--- src/rtl/bsmv_array.sv ---
// bsmv_array: bit-serial matrix-vector multiplier; N_PE lanes share one single-port memory.
// Optional macro BSMV_RELU_EN clamps negative results to zero on write-back.
module bsmv_array #(
    parameter int N_PE     = 2,
    parameter int DW       = 8,
    parameter int ROWS     = 4,
    parameter int COLS     = 4,
    parameter int AW       = 7,
    parameter int MW       = 34,
    parameter int VEC_BASE = 0,
    parameter int MAT_BASE = 8,
    parameter int RES_BASE = 32
) (
    input  logic          clk,
    input  logic          rst,
    input  logic          start,
    output logic          busy,
    output logic          done,
    output logic [AW-1:0] mem_addr,
    output logic          mem_we,
    output logic [MW-1:0] mem_wdata,
    input  logic [MW-1:0] mem_rdata
);
    localparam int RW = 2 * DW + $clog2(COLS);
    localparam int NG = (ROWS + N_PE - 1) / N_PE;
    localparam int LW = $clog2(N_PE + 1);
    localparam int GW = $clog2(NG + 1);
    localparam int CW = $clog2(COLS + 1);
    localparam int KW = (DW > 1) ? $clog2(DW) : 1;

    localparam logic [CW-1:0] COL_LAST = CW'(COLS - 1);
    localparam logic [GW-1:0] GRP_LAST = GW'(NG - 1);
    localparam logic [KW-1:0] BIT_LAST = KW'(DW - 1);

    typedef enum logic [2:0] {IDLE, LD_A, LD_B, WAIT, MAC, WR, FIN} state_t;

    state_t                state_q, state_d;
    logic [GW-1:0]         grp_q, grp_d;
    logic [CW-1:0]         col_q, col_d;
    logic [LW-1:0]         lane_q, lane_d;
    logic [KW-1:0]         bit_q, bit_d;
    logic [DW-1:0]         a_q, a_d;
    logic signed [DW-1:0]  b_q [N_PE];
    logic signed [DW-1:0]  b_d [N_PE];
    logic signed [RW-1:0]  acc_q [N_PE];
    logic signed [RW-1:0]  acc_d [N_PE];
    logic                  busy_q, busy_d;
    logic                  done_q, done_d;
    logic                  we_q, we_d;
    logic [AW-1:0]         addr_q, addr_d;
    logic [MW-1:0]         wdata_q, wdata_d;

    logic [LW-1:0]         n_act;
    logic [LW-1:0]         lane_last;
    logic signed [RW-1:0]  addend;
    logic signed [RW-1:0]  wsel;

    // Operands sit in the low DW bits; the rest of the read word is don't-care.
    logic unused_rdata;
    assign unused_rdata = ^mem_rdata[MW-1:DW];

    function automatic logic [LW-1:0] lanes_in(input logic [GW-1:0] grp);
        int rem;
        rem = ROWS - int'(grp) * N_PE;
        return (rem < N_PE) ? LW'(rem) : LW'(N_PE);
    endfunction

    function automatic int row_of(input logic [GW-1:0] grp, input logic [LW-1:0] lane);
        return int'(grp) * N_PE + int'(lane);
    endfunction

    assign n_act     = lanes_in(grp_q);
    assign lane_last = n_act - LW'(1);

    always_comb begin
        // NOTE: every _d defaults to its _q value first, so no path through the case infers a latch.
        state_d = state_q;
        grp_d   = grp_q;
        col_d   = col_q;
        lane_d  = lane_q;
        bit_d   = bit_q;
        a_d     = a_q;
        b_d     = b_q;
        acc_d   = acc_q;
        addend  = '0;
        wsel    = '0;

        case (state_q)
            IDLE: begin
                if (start) begin
                    state_d = LD_A;
                    grp_d   = '0;
                    col_d   = '0;
                    acc_d   = '{default: '0};
                end
            end
            LD_A: begin
                state_d = LD_B;
                lane_d  = '0;
            end
            LD_B: begin
                // Read data lags the address by one cycle: slot 0 returns a[j], slot p returns lane p-1's b.
                if (lane_q == '0) a_d = mem_rdata[DW-1:0];
                for (int i = 0; i < N_PE; i++)
                    if (LW'(i + 1) == lane_q) b_d[i] = mem_rdata[DW-1:0];
                if (lane_q == lane_last) state_d = WAIT;
                else lane_d = lane_q + LW'(1);
            end
            WAIT: begin
                for (int i = 0; i < N_PE; i++)
                    if (LW'(i) == lane_last) b_d[i] = mem_rdata[DW-1:0];
                state_d = MAC;
                bit_d   = '0;
            end
            MAC: begin
                for (int i = 0; i < N_PE; i++) begin
                    if (LW'(i) < n_act && a_q[bit_q]) begin
                        addend   = RW'(b_q[i]) <<< bit_q;
                        acc_d[i] = (bit_q == BIT_LAST) ? acc_q[i] - addend : acc_q[i] + addend;
                    end
                end
                if (bit_q == BIT_LAST) begin
                    if (col_q == COL_LAST) begin
                        state_d = WR;
                        lane_d  = '0;
                    end else begin
                        state_d = LD_A;
                        col_d   = col_q + CW'(1);
                    end
                end else begin
                    bit_d = bit_q + KW'(1);
                end
            end
            WR: begin
                if (lane_q == lane_last) begin
                    if (grp_q == GRP_LAST) begin
                        state_d = FIN;
                    end else begin
                        state_d = LD_A;
                        grp_d   = grp_q + GW'(1);
                        col_d   = '0;
                        acc_d   = '{default: '0};
                    end
                end else begin
                    lane_d = lane_q + LW'(1);
                end
            end
            FIN:     state_d = IDLE;
            default: state_d = IDLE;
        endcase

        // Outputs are decoded from the next state so they are registered yet aligned with it.
        busy_d  = (state_d != IDLE);
        done_d  = (state_d == FIN);
        we_d    = (state_d == WR);
        addr_d  = '0;
        wdata_d = '0;
        case (state_d)
            LD_A: addr_d = AW'(VEC_BASE + int'(col_d));
            LD_B: addr_d = AW'(MAT_BASE + row_of(grp_d, lane_d) * COLS + int'(col_d));
            WR: begin
                addr_d = AW'(RES_BASE + row_of(grp_d, lane_d));
                for (int i = 0; i < N_PE; i++)
                    if (LW'(i) == lane_d) wsel = acc_d[i];
`ifdef BSMV_RELU_EN
                if (wsel[RW-1]) wsel = '0;
`endif
                wdata_d = MW'(wsel);
            end
            default: ;
        endcase
    end

    always_ff @(posedge clk) begin
        // NOTE: sequential state uses non-blocking assignments only, so every flop samples pre-edge values.
        if (rst) begin
            state_q <= IDLE;
            grp_q   <= '0;
            col_q   <= '0;
            lane_q  <= '0;
            bit_q   <= '0;
            a_q     <= '0;
            // NOTE: the small per-lane operand/accumulator arrays are flops, so they are reset like any counter.
            b_q     <= '{default: '0};
            acc_q   <= '{default: '0};
            busy_q  <= 1'b0;
            done_q  <= 1'b0;
            we_q    <= 1'b0;
            addr_q  <= '0;
            wdata_q <= '0;
        end else begin
            state_q <= state_d;
            grp_q   <= grp_d;
            col_q   <= col_d;
            lane_q  <= lane_d;
            bit_q   <= bit_d;
            a_q     <= a_d;
            b_q     <= b_d;
            acc_q   <= acc_d;
            busy_q  <= busy_d;
            done_q  <= done_d;
            we_q    <= we_d;
            addr_q  <= addr_d;
            wdata_q <= wdata_d;
        end
    end

    assign busy      = busy_q;
    assign done      = done_q;
    assign mem_we    = we_q;
    assign mem_addr  = addr_q;
    assign mem_wdata = wdata_q;

endmodule
--- config.mk ---
export PLATFORM = sky130hd
export DESIGN_NAME = bsmv_array
export DESIGN_NICKNAME = d
export VERILOG_FILES = /design/src/rtl/bsmv_array.sv
export SDC_FILE = /design/constraint.sdc
export NUM_CORES = 1
export LEC_CHECK = 0
export CORE_MARGIN = 4
export CORE_UTILIZATION = 52
export CTS_CLUSTER_DIAMETER = 40
export DETAILED_ROUTE_END_ITERATION = 8
export MAX_ROUTING_LAYER = met4
export PLACE_DENSITY = 0.77
export SLEW_MARGIN = 20
export SYNTH_ARGS = -nofsm -noshare
export SYNTH_HDL_FRONTEND = slang
export SYNTH_SLANG_ARGS = --single-unit
--- constraint.sdc ---
create_clock -name clk -period 4.4 [get_ports clk]
set_input_delay 0.44 -clock clk [delete_from_list [all_inputs] [get_ports clk]]
set_output_delay 0.44 -clock clk [all_outputs]
set_load 0.02 [all_outputs]
# Word-level counts from Yosys, hierarchy flattened

Index checks and enable logic that the tools add are counted.

Register bits: 101
Logic and storage cells: 115

Shift-type cells: 2
Add/subtract/negate cells: 14
Muxes and demuxes: 42
$lt $le $gt $ge: 4
Bitwise gates (word level): 1
Eq/ne operators: 22
Reduce and logical (&&, ||, !) cells: 15

Operators by type and width:

| kind                | number |
|---|---|
| $mux 18             | 6 |
| $mux 36             | 3 |
| $pmux 36 s3         | 1 |
| $add 18x18->18      | 2 |
| $mux 3              | 12 |
| $sshl 8x3->18       | 2 |
| $sub 18x18->18      | 2 |
| $mux 8              | 4 |
| $pmux 16 s2         | 1 |
| $pmux 7 s3          | 1 |
| $pmux 3 s6          | 1 |
| $eq 3x3->1 const B  | 5 |
| $mux 2              | 7 |
| $eq 3x2->1 const B  | 4 |
| $ne 2x2->1 const B  | 5 |
| $pmux 3 s3          | 1 |
| $add 4x6->7 const A | 1 |
| $add 6x4->7 const A | 1 |
| $add 7x4->7         | 1 |
| $add 3x1->3 const B | 2 |
| $eq 1x2->1 const A  | 3 |
| $eq 3x1->1 const B  | 2 |
| $logic_not 2->1     | 3 |
| $pmux 2 s3          | 1 |
| 22 further kinds    | 29 |

# Depth between registers and ports, before layout

Word-level depth: 11
Mapped depth: 23
Depth with buffers taken out: 19

# Least setup slack after synthesis

No wires, ideal clock.

Path type: register to register
From: reg bit_q[2]
To: reg wdata_q[16] (netlist: mem_wdata[16])
Library setup time: 0.116 ns
Stages on the path, launching flop included: 24
Slack: -0.408 ns
Period minus slack after synthesis: 4.808 ns
Data required time: 4.284 ns
Buffers on the path: 5
Arrival time: 4.691 ns
Cells stage by stage: dfxtp_1 -> buf_2 -> clkbuf_1 -> buf_1 -> clkbuf_1 -> clkbuf_1 -> nor3_1 -> nand2_1 -> ha_1 -> nand2_1 -> a211oi_1 -> and2b_1 -> nor2_1 -> xnor2_1 -> ha_1 -> and2_1 -> or3_1 -> o32a_1 -> a211oi_1 -> o21bai_1 -> a21oi_1 -> xor2_1 -> o21ai_0 -> a31o_2

Word-level cells in the longest chain between the ends: 7

Ends and longest elaborated chain:

| element                                             | line     | source |
|---|---|---|
| from (decl)                                         | 41       | `logic [KW-1:0] bit_q, bit_d;` |
| from (signal assigned)                              | 196      | `bit_q <= bit_d;` |
| $sshl 8x3->18 / $bmux 1 s3 (equally long branches)  | 118, 117 |  |
| $add 18x18->18, or another cell as far along        | 119      | `acc_d[i] = (bit_q == BIT_LAST) ? acc_q[i] - addend : acc_q[i] + addend;` |
| $mux 18 / $logic_and 1x1->1 (equally long branches) | 119, 117 |  |
| $mux 18                                             | 117      | `if (LW'(i) < n_act && a_q[bit_q]) begin` |
| $pmux 36 s3                                         | 88       | `case (state_q)` |
| $mux 18 (2 in a row)                                | 164      | `if (LW'(i) == lane_d) wsel = acc_d[i];` |
| to (signal assigned)                                | 204      | `wdata_q <= wdata_d;` |
| to (decl)                                           | 51       | `logic [MW-1:0] wdata_q, wdata_d;` |

Parallel ways exist; a longest one is shown, timed or not. The select of a mux whose other input is x is not followed.
A chain may end at the register's enable or synchronous reset.

# Worst setup path after layout

From: reg bit_q[1]
To: reg wdata_q[16] (netlist: mem_wdata[16])

Same word-level chain as after synthesis.

==> results.yml <==
status:
  status: "complete, no violations"
final_layout:
  fin_cells: 1160
  drive_gt1_frac: 0.146
  area_delta_synth_final_pct: 19.5
  layout_commonest_cell: "nor2_1"
  layout.nets: 1057
  diodes: 0
  final_cell_mix: "nor2_1, dfxtp_1, nand2_1, a21oi_1, buf_4"
  fin_util: 0.633
power_and_ir_drop:
  leakagePower_uw: 0.00347
  p_per_area_nw_per_um2: 327
  peakVddDrop_mv: 0.360
  power_frac_comb: 0.380
  p_int_uw: 1840
  p_clk_frac: 0.289
  switching_share: 0.361
  switchingPower_uw: 1040
  seqPwrFrac: 0.331
floorplanning:
  dieArea_sq_um: 16100
  coreArea_sq_um: 13900
  row_count: 43
  pin_count: 81
  dieHeight_um: 127
  start_util: 0.530
  die_w_um: 127
routing:
  route.detailed.drc: 0
  wl_per_cell_um: 16.6
  ant_nets: 0
  drt-initial-drc-count: 826
  first_pass_iters: 6
  drt-total-wl_um: 19200
  vias: 6821
  drt-vias-per-instance: 5.88
setup_path:
  cp.arrival_ns: 4.66
  worstSetupEndpointType: "flip-flop"
  criticalPathCategory: "flip-flop to flip-flop"
  critical_path_required_ns: 4.66
  cp_max_fo: 5
  start_kind: "flip-flop"
sta:
  fin_skew_ns: 0.0112
  setup_violations: 0
  layout_min_cycle_time_ns: 4.40
  tightest_slew_ns: 0.888
  fmax_ghz: 0.227
  maxSlewHeadroom: 0.406
  fin_crit_sh: 1.00
  rsz0062_at_grt: "yes"
  final_max_slew_viol_count: 0
  hold_viol_final: 0
clock_network:
  ctsHtreeMaxLevel: 3
  hold_buffers: 0
  clkSlewWorstSetupHoldPaths_ns: 0.08
  root_buffer: "clkbuf_16"
  numClockSinks: 101
  cts_tree: "yes"
  cts_max_path_buffers: 2
  clock_latency_ns: 0.37
  numCtsBuffers: 9
global_routing:
  grt_max_degree: 80
  grt_pass1_wl_um: 30800
  grt_pass1_vias: 6101
  antenna_found_initial: 0
  grt.overflow.total: 0
  grtUsageTotal: 0.241
synthesis:
  synth_ff_type: "dfxtp_1"
  syn-num-nets: 997
  synth.area.top_cells: "dfxtp_1, ha_1, nor2_1"
  ys_types: 68
  seq_area_frac_synth: 0.275
  netlist_area_sq_um: 7360
  yosysWarnings: 0
  synth_top_area_share: 0.275
  async_flop_share: 0
  syn_area_per_cell_sq_um: 8.04
  synth_seq_cells: 101
  synthCells: 915
  synth_edf_count: 0
  synth_top_area_cell: "dfxtp_1"
placed_design:
  placed_cells_incl_taps: 1139
  port_buffers: 54
  place_congestion: 0.967
  hpwlAfterDp_um: 13800
job:
  drv_cap: 0
hold_path:
  hold_class: "flip-flop to flip-flop"
==> layout make-up <==
| class | instances | area [sq um] |
|---|---|---|
| clock buffers | 9 | 225 |
| fillers | 1193 | 5090 |
| repair buffers | 115 | 1060 |
| clock inverters | 7 | 91.3 |
| flip-flops and latches | 101 | 2030 |
| multi-input cells | 725 | 5070 |
| inverters | 23 | 90.1 |
| well taps | 180 | 225 |
==> Yosys cell counts, drive strengths merged, types with 3 or more instances <==
| cell type | count |
|---|---|
| nor2 | 137 |
| inv | 22 |
| o211ai | 6 |
| nor2b | 30 |
| and3 | 5 |
| a31oi | 12 |
| mux4 | 9 |
| a22o | 3 |
| o2111ai | 4 |
| o21bai | 5 |
| o21ai | 38 |
| or2 | 6 |
| and2 | 14 |
| xor2 | 22 |
| ha | 43 |
| nor4 | 3 |
| o21a | 11 |
| nand2 | 62 |
| nand3b | 4 |
| xnor2 | 30 |
| nor3 | 22 |
| a22oi | 21 |
| nor3b | 4 |
| or3 | 7 |
| o31ai | 4 |
| a2111oi | 3 |
| a21oi | 63 |
| clkbuf | 41 |
| nand3 | 15 |
| a21o | 11 |
| o22a | 3 |
| dfxtp | 101 |
| buf | 25 |
| a211oi | 20 |
| a21boi | 4 |
| mux2i | 41 |
| mux2 | 12 |
| nand2b | 19 |
==> power groups by stage <==
stage	Sequential [uW]	Clock [uW]	Combinational [uW]
final	952	833	1090
after global routing	955	884	1190
after CTS	952	844	1020
after detailed placement	973	0	1010
after global placement	972	0	998
after floorplan	968	0	755
==> per-layer routing <==
layer	share of wire	vias to the layer above	track usage
met5	0	-	-
met4	0.027	0	0.0808
met3	0.050	40	0.0379
met2	0.46	233	0.363
met1	0.46	3168	0.330
li1	-	3380	-
==> worst max-delay path, stage by stage, from the launching register on <==
cell,delay [ns]
dfxtp_4,0.36
buf_12,0.13
buf_6,0.12
mux2_4,0.29
mux4_2,0.51
a211oi_2,0.20
and2b_1,0.15
nor2_1,0.04
xnor2_1,0.27
ha_1,0.29
and2_4,0.15
or3_1,0.30
o32a_1,0.40
a211oi_2,0.28
o21bai_1,0.12
a21oi_1,0.16
xor2_1,0.17
o21ai_1,0.09
a31o_2,0.25
==> flip-flops by register name, indices dropped and copies added (netlist names), 2 cells and up <==
signal     flops
acc_q         36
b_q           16
a_q            8
mem_wdata     18
mem_addr       7
col_q          3
bit_q          3
state_q        3
lane_q         2
grp_q          2
==> logic make-up after synthesis <==
kind of cell	Yosys count	synth area share
multiplexers	62	0.102
AND/OR/NAND/NOR	335	0.215
adder cells (fa/ha/maj)	45	0.0786
AO/OA/AOI/OAI	231	0.212
XOR/XNOR	52	0.0619
flip-flops	101	0.275
buffers and inverters	89	0.0555
==> metrics by stage <==
| step | setup slack, ns | hold WS (ns) | instance area (sq um) | total power, uW | setup TNS [ns] |
|---|---|---|---|---|---|
| after global placement | -0.0101 | 0.473 | 8250 | 1970 | -0.0101 |
| after floorplan | 0.000252 | 0.455 | 7370 | 1720 | 0 |
| final | 0.0000977 | 0.498 | 8790 | 2880 | 0 |
| after CTS | 0.0109 | 0.500 | 8580 | 2810 | 0 |
| after detailed placement | -0.0283 | 0.482 | 8250 | 1980 | -0.0658 |
| after global routing | -0.123 | 0.537 | 8790 | 3030 | -0.413 |
==> timing repair <==
action / in CTS / in global routing
resized for setup: 4 / 39
pin swaps: 1 / 24
gates cloned: 0 / 1
buffers inserted: 0 / 4
endpoints found under the setup margin: 4 / 11
==> worst paths after layout <==
path	to	slack, ns	start	cells after the start
worst max register to register	mem_wdata[16]	0.0001	bit_q[1]	18
worst min register to register	a_q[6]	0.50	a_q[6]	2
worst min-delay path	a_q[6]	0.50	a_q[6]	2
worst max-delay path	mem_wdata[16]	0.0001	bit_q[1]	18
No activity file was read; power rests on OpenSTA's default activity.
